$ cat src/rtl/usb_ep_buf_arb.sv
// Two-port arbiter in front of the endpoint buffer RAM: independent read and write arbiters, RR or FIXED0.
// Grant, ack and buffer enable are combinational; read valid lags the ack by one cycle; the losing port holds req.
module usb_ep_buf_arb #(
   parameter string PRIO   = "RR",
   parameter int    RWIDTH = 8,
   parameter int    WWIDTH = 8,
   parameter int    ARW    = 11,
   parameter int    AWW    = 11
) (
   input  logic              clk,
   input  logic              rst,
   input  logic              rd0_req,
   input  logic              rd0_lock,
   input  logic [ARW-1:0]    rd0_addr,
   output logic              rd0_ack,
   output logic              rd0_valid,
   input  logic              rd1_req,
   input  logic              rd1_lock,
   input  logic [ARW-1:0]    rd1_addr,
   output logic              rd1_ack,
   output logic              rd1_valid,
   output logic [RWIDTH-1:0] rd_data,
   input  logic              wr0_req,
   input  logic              wr0_lock,
   input  logic [AWW-1:0]    wr0_addr,
   input  logic [WWIDTH-1:0] wr0_data,
   output logic              wr0_ack,
   input  logic              wr1_req,
   input  logic              wr1_lock,
   input  logic [AWW-1:0]    wr1_addr,
   input  logic [WWIDTH-1:0] wr1_data,
   output logic              wr1_ack,
   output logic [ARW-1:0]    buf_rd_addr_0,
   output logic              buf_rd_en_0,
   input  logic [RWIDTH-1:0] buf_rd_data_1,
   output logic [AWW-1:0]    buf_wr_addr_0,
   output logic [WWIDTH-1:0] buf_wr_data_0,
   output logic              buf_wr_en_0
);

   localparam bit FIXED0 = (PRIO == "FIXED0");

   typedef enum logic [1:0] {OWN_NONE, OWN_P0, OWN_P1} owner_t;

   // index 0 arbitrates the read port, index 1 the write port
   logic [1:0] arb_req  [2];
   logic [1:0] arb_lock [2];
   logic       gnt      [2];
   logic       idx      [2];

   assign arb_req[0]  = {rd1_req,  rd0_req};
   assign arb_lock[0] = {rd1_lock, rd0_lock};
   assign arb_req[1]  = {wr1_req,  wr0_req};
   assign arb_lock[1] = {wr1_lock, wr0_lock};

   for (genvar a = 0; a < 2; a++) begin : g_arb
      owner_t owner, owner_nxt;
      logic   last, last_nxt;

      always_ff @(posedge clk) begin
         if (rst) begin
            owner <= OWN_NONE;
            last  <= 1'b1;
         end else begin
            owner <= owner_nxt;
            last  <= last_nxt;
         end
      end

      // a lock holder that drops req loses ownership and normal arbitration runs this same cycle
      always_comb begin
         gnt[a]    = 1'b0;
         idx[a]    = 1'b0;
         owner_nxt = OWN_NONE;
         last_nxt  = last;
         if (owner == OWN_P0 && arb_req[a][0]) begin
            gnt[a] = 1'b1;
            idx[a] = 1'b0;
         end else if (owner == OWN_P1 && arb_req[a][1]) begin
            gnt[a] = 1'b1;
            idx[a] = 1'b1;
         end else if (arb_req[a] == 2'b11) begin
            gnt[a] = 1'b1;
            idx[a] = FIXED0 ? 1'b0 : ~last;
         end else if (arb_req[a][0]) begin
            gnt[a] = 1'b1;
            idx[a] = 1'b0;
         end else if (arb_req[a][1]) begin
            gnt[a] = 1'b1;
            idx[a] = 1'b1;
         end
         if (rst) begin
            gnt[a] = 1'b0;
         end
         if (gnt[a]) begin
            last_nxt = idx[a];
            if (arb_lock[a][idx[a]]) begin
               owner_nxt = idx[a] ? OWN_P1 : OWN_P0;
            end
         end
      end
   end

   assign rd0_ack       = gnt[0] & ~idx[0];
   assign rd1_ack       = gnt[0] &  idx[0];
   assign buf_rd_en_0   = gnt[0];
   assign buf_rd_addr_0 = idx[0] ? rd1_addr : rd0_addr;

   assign wr0_ack       = gnt[1] & ~idx[1];
   assign wr1_ack       = gnt[1] &  idx[1];
   assign buf_wr_en_0   = gnt[1];
   assign buf_wr_addr_0 = idx[1] ? wr1_addr : wr0_addr;
   assign buf_wr_data_0 = idx[1] ? wr1_data : wr0_data;

   logic rd_pend;
   logic rd_sel;

   always_ff @(posedge clk) begin
      if (rst) begin
         rd_pend <= 1'b0;
      end else begin
         rd_pend <= buf_rd_en_0;
      end
      rd_sel <= idx[0];
   end

   // gating with rst kills the return of a read acked just before reset
   assign rd0_valid = rd_pend & ~rst & ~rd_sel;
   assign rd1_valid = rd_pend & ~rst &  rd_sel;
   assign rd_data   = buf_rd_data_1;

endmodule

$ cat config.mk
export PLATFORM = sky130hd
export DESIGN_NAME = usb_ep_buf_arb
export DESIGN_NICKNAME = d
export VERILOG_FILES = /design/src/rtl/usb_ep_buf_arb.sv
export SDC_FILE = /design/constraint.sdc
export NUM_CORES = 1
export LEC_CHECK = 0
export BUFFER_PORTS_ARGS = -buffer_cell sky130_fd_sc_hd__clkbuf_2
export CAP_MARGIN = 20
export CORE_AREA = 5 5 65 67
export CTS_CLUSTER_DIAMETER = 150
export DETAILED_ROUTE_END_ITERATION = 16
export DIE_AREA = 0 0 70 72
export PLACE_DENSITY = 0.77
export SYNTH_ARGS = -nofsm -noshare
export SYNTH_HDL_FRONTEND = slang
export SYNTH_SLANG_ARGS = --single-unit
$ cat constraint.sdc
create_clock -name clk -period 3.1 [get_ports clk]
set_input_delay 0.31 -clock clk [delete_from_list [all_inputs] [get_ports clk]]
set_output_delay 0.31 -clock clk [all_outputs]
set_load 0.02 [all_outputs]
# Word level (Yosys, flattened, before mapping)
# Cells that the tools add are included.
[word_totals]
register_bits = 8
inputBits = 78
output_inout_bits = 46
[classes]
n_lt_le_gt_ge = 2
n_eq_ne = 6
mux = 29
n_bitwise = 17
reduce_logical = 6
[op_table]
columns = ["op", "n"]
rows = [
  ["$mux W1", 24],
  ["$mux W11", 2],
  ["$not A1 Y1", 10],
  ["$eq A2 B2 Y1 const B", 4],
  ["$mux W8", 1],
  ["$and A1 B1 Y1", 7],
  ["$reduce_or A3 Y1", 2],
  ["$eq A2 B1 Y1 const B", 2],
  ["$logic_and A1 B1 Y1", 4],
  ["$lt A1 B2 Y1 const B", 2],
  ["$mux W2", 2],
]

# Logic depth before layout (Yosys ltp)
# Gate-level depths: netlist of run 1.
[logic_depth]
depth_word = 9
ltp_mapped = 4
ltp_nobuf = 3

# Least setup slack after synthesis of run 1
# Ideal clock, no wire load.
[synth_timing]
kind = "input to output"
startpoint = "input wr0_req"
endpoint = "output buf_wr_addr_0[0]"
arrival_time_ns = 1.331
required_ns = 2.790
slack_ns = 1.459
cell_stages = 4
path_buffers = 1
cell_sequence = "and2_1 a221o_1 buf_6 mux2_4"
[synth_between]
elab_chain_cells = 5
elab_cells_between_ends = 7
classes_between = "eq/ne: 1; mux: 5; reduce/logical: 1"
[synth_lines]
columns = ["item", "line_no", "text"]
rows = [
  ["from (decl)", "23", "input logic wr0_req,"],
  ["$eq A2 B2 Y1 or $mux W1 (tied branches)", "82, 85", ""],
  ["$mux W1", "82", "end else if (arb_req[a] == 2'b11) begin"],
  ["$mux W1", "79", "end else if (owner == OWN_P1 && arb_req[a][1]) begin"],
  ["$mux W1 *", "76", "if (owner == OWN_P0 && arb_req[a][0]) begin"],
  ["$mux W11 *", "112", "assign buf_wr_addr_0 = idx[1] ? wr1_addr : wr0_addr;"],
  ["to (decl)", "36", "output logic [AWW-1:0] buf_wr_addr_0,"],
]
# Mark *: on every way between the ends. The rest lies on a longest branch, timed or not.

# Worst setup path after layout of run 1
[layout_timing]
startpoint = "register g_arb[1].owner[0]"
endpoint = "output buf_wr_addr_0[10]"
[layout_between]
elab_chain_cells = 5
elab_cells_between_ends = 7
classes_between = "eq/ne: 2; mux: 3; reduce/logical: 2"
[layout_lines]
columns = ["item", "line_no", "text"]
rows = [
  ["from (decl)", "57", "owner_t owner, owner_nxt;"],
  ["from (signal assigned)", "65", "owner <= owner_nxt;"],
  ["$eq A2 B2 Y1", "79", ""],
  ["$logic_and A1 B1 Y1", "79", ""],
  ["$mux W1", "79", ""],
  ["$mux W1 *", "76", ""],
  ["$mux W11 *", "112", ""],
]
# Marked as above.

==> results_dict.tcl, run 1 <==
set metrics [dict create \
    status "completed" \
    worst_path_max_delay_cell "a221o_1" \
    drc 0 \
    startpoint_type "flop" \
    grt_setup_unrepaired "false" \
    rows 22 \
    setup-violations-final 0 \
    chipHeight_um 72 \
    n_fill_cell 372 \
    clk_latency_ns 0.25 \
    wl_met1_um 1419 \
    first_pass_iters 6 \
    leakage_nw 0.9426 \
    wl_met2_um 2013 \
    critical_path_peak_fanout 13 \
    synth_area_sq_um 1190 \
    min_period_ns 2.254 \
    worst_pin_slew_ns 0.8121 \
    ctsRootBufferMaster "clkbuf_4" \
    fp.dieW_um 70 \
    numCtsBuffers 3 \
    ys_seq_area_frac 0.1346 \
    hold_class "in -> reg" \
    antennaDiodeCount 0 \
    floorplan.initialDensity 0.3325 \
    power_density_nw_per_um2 282.1 \
    cts_resized 0 \
    path_class "reg -> out" \
    layout_commonest_cell "clkbuf_2" \
    drv_cap 0 \
    maxSlewViolCount 0 \
    overflow 0 \
    crit_required_ns 2.79 \
    layout-drive-gt1-share 0.5458 \
    wl_per_cell_um 12.92 \
    finalWirelength_um 3722 \
    final_area_sq_um 1707 \
    skew_ns 0.005191 \
    maxSlewHeadroom 0.4586 \
    cts_tree "done" \
    dp_hpwl_um 3012 \
    portBuffers 107 \
    drt.antenna.violating_nets 0 \
    cp.arrival_ns 1.94 \
    finalHoldViolCount 0 \
    dieArea_sq_um 5040 \
    wl_met3_um 285 \
    finalCritPeriodShare 0.7271 \
    path_buf_inv 2 \
    fin_nets 320 \
    dpl_cell_area_sq_um 1669 \
    layout_common_cells "107 x clkbuf_2, 23 x nand3_1, 17 x mux2_4" \
    clkSinkCount 8 \
    grt_max_degree 25 \
    ctsHtreeMaxLevel 1 \
    avgSynthCellArea_sq_um 7.986 \
    drtIter0Drc 70 \
    ios 124 \
    drt-vias-per-instance 5.083 \
    cp_cell_sequence "nor2b_1 -> a221o_1 -> buf_8 -> mux2_2 -> clkbuf_2" \
    core_sq_um 3578 \
    syn_nets 227 \
    clk_pin_slew_worst_paths_ns 0.05 \
    final_cell_count_no_fill 288 \
    antenna_found_initial 0 \
    highest_layer "met4" \
    clk_path_buf_depth 2 \
    end_kind "output pin" \
    grt_pass1_vias 1332 \
    grt_pass1_wl_um 5858 \
    critPathTopFamily "compound AO/OA/AOI/OAI gates" \
    grtUsageTotal 0.1348 \
    yosys_warnings 0 \
    cts_hold_buf 0 \
    dp_cells 284 \
    syn_to_final_growth_pct 43.43 \
    cp_slowest_stage_delay_ns 0.48 \
    synth_cells 149 \
    ir_drop_v 0.0001751 \
    ys_types 23 \
    power.total_mw 0.4815 \
    synth_seq_cells 8 \
    cts_setup_buffers 0 \
    setup-tns-final_ns 0 \
    place_congestion 0.7477 \
    fmax_mhz 443.7 \
    vias 1464 \
]
[layout make-up]
cell class | instances | area (sq um) | area share
well taps | 48 | 60.06 | 0.03519
inverters | 3 | 11.26 | 0.006598
repair buffers | 109 | 558.0 | 0.3270
multi-input cells | 117 | 894.6 | 0.5242
clock buffers | 3 | 22.52 | 0.01320
flip-flops and latches | 8 | 160.2 | 0.09384
[synthesized netlist by cell type]
master	n	area [sq um]
and3_1	1	6.260
clkbuf_1	11	41.29
a211o_1	13	113.9
inv_1	3	11.26
nand2_1	13	48.80
nor3b_1	2	15.01
nor2_1	5	18.77
and4_1	1	8.760
dfxtp_1	8	160.2
and3b_1	1	8.760
mux2_4	17	255.2
mux2_2	2	22.52
a21oi_1	6	30.03
o21ai_0	1	5.000
a221o_1	1	10.01
nand3_1	23	115.1
buf_4	8	60.06
nand2b_1	3	18.77
nand3b_1	1	7.510
buf_6	2	22.52
and2_1	13	81.33
nor2b_1	3	18.77
a222oi_1	11	110.1
[logic make-up after synthesis]
kind of cell	after synthesis	share of synthesized area
AND/OR/NAND/NOR	66	0.2923
AO/OA/AOI/OAI	32	0.2261
buffers and inverters	24	0.1136
multiplexers	19	0.2334
flip-flops	8	0.1346
[registers in the layout, indices dropped and copies added, names as in the netlist]
name and count:
rd_sel 1, g_arb.owner 4, rd_pend 1, g_arb.last 2
[worst register-to-register path: cells and delay by family (launching register included)]
family	cells	cell delay, ns
flops	1	0.30
compound gates	1	0.51
simple gates	2	0.70
[power by group]
group | internal, mW | total, mW | switching [mW]
sequential | 0.109 | 0.118 | 0.00853
combinational | 0.134 | 0.287 | 0.154
clock | 0.0441 | 0.0764 | 0.0323
[metal layers]
metal | vias to the layer above | GRT usage
met4 | 0 | 0.03404
li1 | 738 | -
met2 | 62 | 0.2634
met1 | 662 | 0.1510
met3 | 2 | 0.02216
met5 | - | 0
[path summary, 6_finish.rpt]
kind | end | slack, ns | cells after the start | from
setup / recovery | buf_wr_addr_0[10] | 0.85 | 5 | g_arb[1].owner[0]$_SDFF_PP0_
hold / removal | g_arb[0].owner[1]$_SDFF_PP0_ | 0.28 | 3 | rd1_lock
setup reg to reg | g_arb[0].owner[0]$_SDFF_PP0_ | 1.48 | 3 | g_arb[0].owner[0]$_SDFF_PP0_
hold reg to reg | g_arb[1].last$_SDFFE_PP1N_ | 0.58 | 3 | g_arb[1].last$_SDFFE_PP1N_
[stage by stage]
step	hold WS (ns)	setup WS, ns	utilization
floorplan	0.3982	1.459	-
global placement	0.5365	0.7375	0.4664
detailed placement	0.5398	0.7102	0.4664
CTS	0.2744	0.5070	0.4727
global route	0.2825	0.7304	0.4769
finish	0.2831	0.8461	0.4769
(Power assumes the default switching activity.)
==> inputs of run 2 (changes only) <==
==> constraint.sdc (replaced) <==
create_clock -name clk -period 2.2 [get_ports clk]
set_input_delay 0.22 -clock clk [delete_from_list [all_inputs] [get_ports clk]]
set_output_delay 0.22 -clock clk [all_outputs]
set_load 0.02 [all_outputs]
==> results_dict.tcl, run 2 (synthesis results as in run 1) <==
set metrics [dict create \
    status "completed" \
    clk_path_buf_depth 2 \
    end_kind "output pin" \
    clkSinkCount 8 \
    grt_max_degree 23 \
    wl_met2_um 1942 \
    holdPathStages 3 \
    fin_nets 324 \
    critical_path_peak_fanout 14 \
    cts_tree "done" \
    grt_pass1_wl_um 5947 \
    largest_register "g_arb.owner" \
    finalWirelength_um 3681 \
    dp_hpwl_um 3035 \
    drt-vias-per-instance 5.137 \
    fp.dieW_um 70 \
    clkPwrFrac 0.159 \
    setup-tns-final_ns 0 \
    finalHoldViolCount 0 \
    comb_power_share 0.602 \
    rows 22 \
    clk_pin_slew_worst_paths_ns 0.05 \
    grt_setup_unrepaired "false" \
    power_density_nw_per_um2 392.6 \
    switching_power_mw 0.2747 \
    worst_pin_slew_ns 0.6402 \
    cts_hold_buf 0 \
    ctsHtreeMaxLevel 1 \
    maxSlewViolCount 0 \
    first_pass_iters 6 \
    fmax_mhz 494.6 \
    largest_register_ffs 4 \
    numCtsBuffers 3 \
    layout-drive-gt1-share 0.5533 \
    path_class "reg -> out" \
    cts_resized 0 \
    layout_commonest_cell "clkbuf_2" \
    maxSlewHeadroom 0.5724 \
    place_congestion 0.7423 \
    reg2reg_depth 3 \
    drv_cap 0 \
    cts_setup_buffers 0 \
    antenna_found_initial 0 \
    floorplan.initialDensity 0.3325 \
    highest_layer "met4" \
    skew_ns 0.0002384 \
    hold_class "in -> reg" \
    overflow 0 \
    layout_common_cells "107 x clkbuf_2, 23 x nand3_1, 17 x mux2_4" \
    wl_per_cell_um 12.61 \
    sw_frac_of_total 0.4017 \
    drtIter0Drc 80 \
    ios 124 \
    grt_pass1_vias 1429 \
    top_regs "g_arb.owner: 4 flops, g_arb.last: 2 flops" \
    wl_met1_um 1352 \
    ctsRootBufferMaster "clkbuf_4" \
    seq_power_share 0.239 \
    leakage_nw 0.9645 \
    core_sq_um 3578 \
    syn_to_final_growth_pct 46.37 \
    finalCritPeriodShare 0.9191 \
    crit_required_ns 1.98 \
    antennaDiodeCount 0 \
    drt.antenna.violating_nets 0 \
    min_period_ns 2.022 \
    setup-violations-final 0 \
    chipHeight_um 72 \
    final_core_util 0.4867 \
    vias 1500 \
    p_int_mw 0.4092 \
    startpoint_type "flop" \
    dieArea_sq_um 5040 \
    wl_met3_um 360 \
    ir_drop_v 0.0002491 \
    portBuffers 107 \
    cp.arrival_ns 1.80 \
    grtUsageTotal 0.1357 \
    drc 0 \
    clk_latency_ns 0.25 \
]
==> run 2: cell types whose count changed in the layout (fill, tap and decap cells not counted), sizes merged <==
cell,before,now
buf,2,6
==> run 2: area by class of cell <==
cell class                      count  area (sq um)
Sequential cell                     8         160.2
Multi-Input combinational cell    117         894.6
Timing Repair Buffer              113         593.1
Clock buffer                        3         22.52
Fill cell                         400          1837
Tap cell                           48         60.06
Inverter                            3         11.26
==> run 2: worst max-delay path, cell delays in order, from the launching register on <==
cell,delay [ns]
dfxtp_1,0.31
nor2b_1,0.53
buf_4,0.31
a222oi_1,0.10
nand3_1,0.13
clkbuf_2,0.17
==> run 2: path summary, 6_finish.rpt <==
path / startpoint / end / slack, ns
max: g_arb[0].owner[0]$_SDFF_PP0_ / buf_rd_addr_0[4] / 0.18
min: rd1_lock / g_arb[0].owner[1]$_SDFF_PP0_ / 0.19
max reg2reg: g_arb[0].owner[0]$_SDFF_PP0_ / g_arb[0].owner[0]$_SDFF_PP0_ / 0.84
min reg2reg: g_arb[1].last$_SDFFE_PP1N_ / g_arb[1].last$_SDFFE_PP1N_ / 0.58
==> run 2: metrics by stage <==
step	instance area, sq um	cells	total power, mW	worst slack (ns)	hold slack [ns]
6_report	1742	292	0.6838	0.1780	0.1889
5_1_grt	1742	292	0.7371	0.04086	0.1901
4_1_cts	1742	292	0.6963	0.1755	0.1806
3_5_place_dp	1719	289	0.5807	0.4274	0.4401
3_3_place_gp	1719	289	0.5756	0.4580	0.4401
2_1_floorplan	1190	149	0.4510	0.6641	0.3082
==> run 2: routing by layer <==
metal / vias to the layer above / GRT usage
met2: 72 / 0.2655
met4: 0 / 0.02766
met5: - / 0
li1: 748 / -
met3: 4 / 0.03740
met1: 676 / 0.1451
==> run 2: power by group through the flow <==
stage / Clock, mW / Combinational, mW / Sequential (mW)
after global routing: 0.126 / 0.446 / 0.165
after floorplan: 0 / 0.290 / 0.161
final: 0.109 / 0.411 / 0.163
after global placement: 0 / 0.410 / 0.166
after detailed placement: 0 / 0.414 / 0.167
after CTS: 0.118 / 0.415 / 0.163
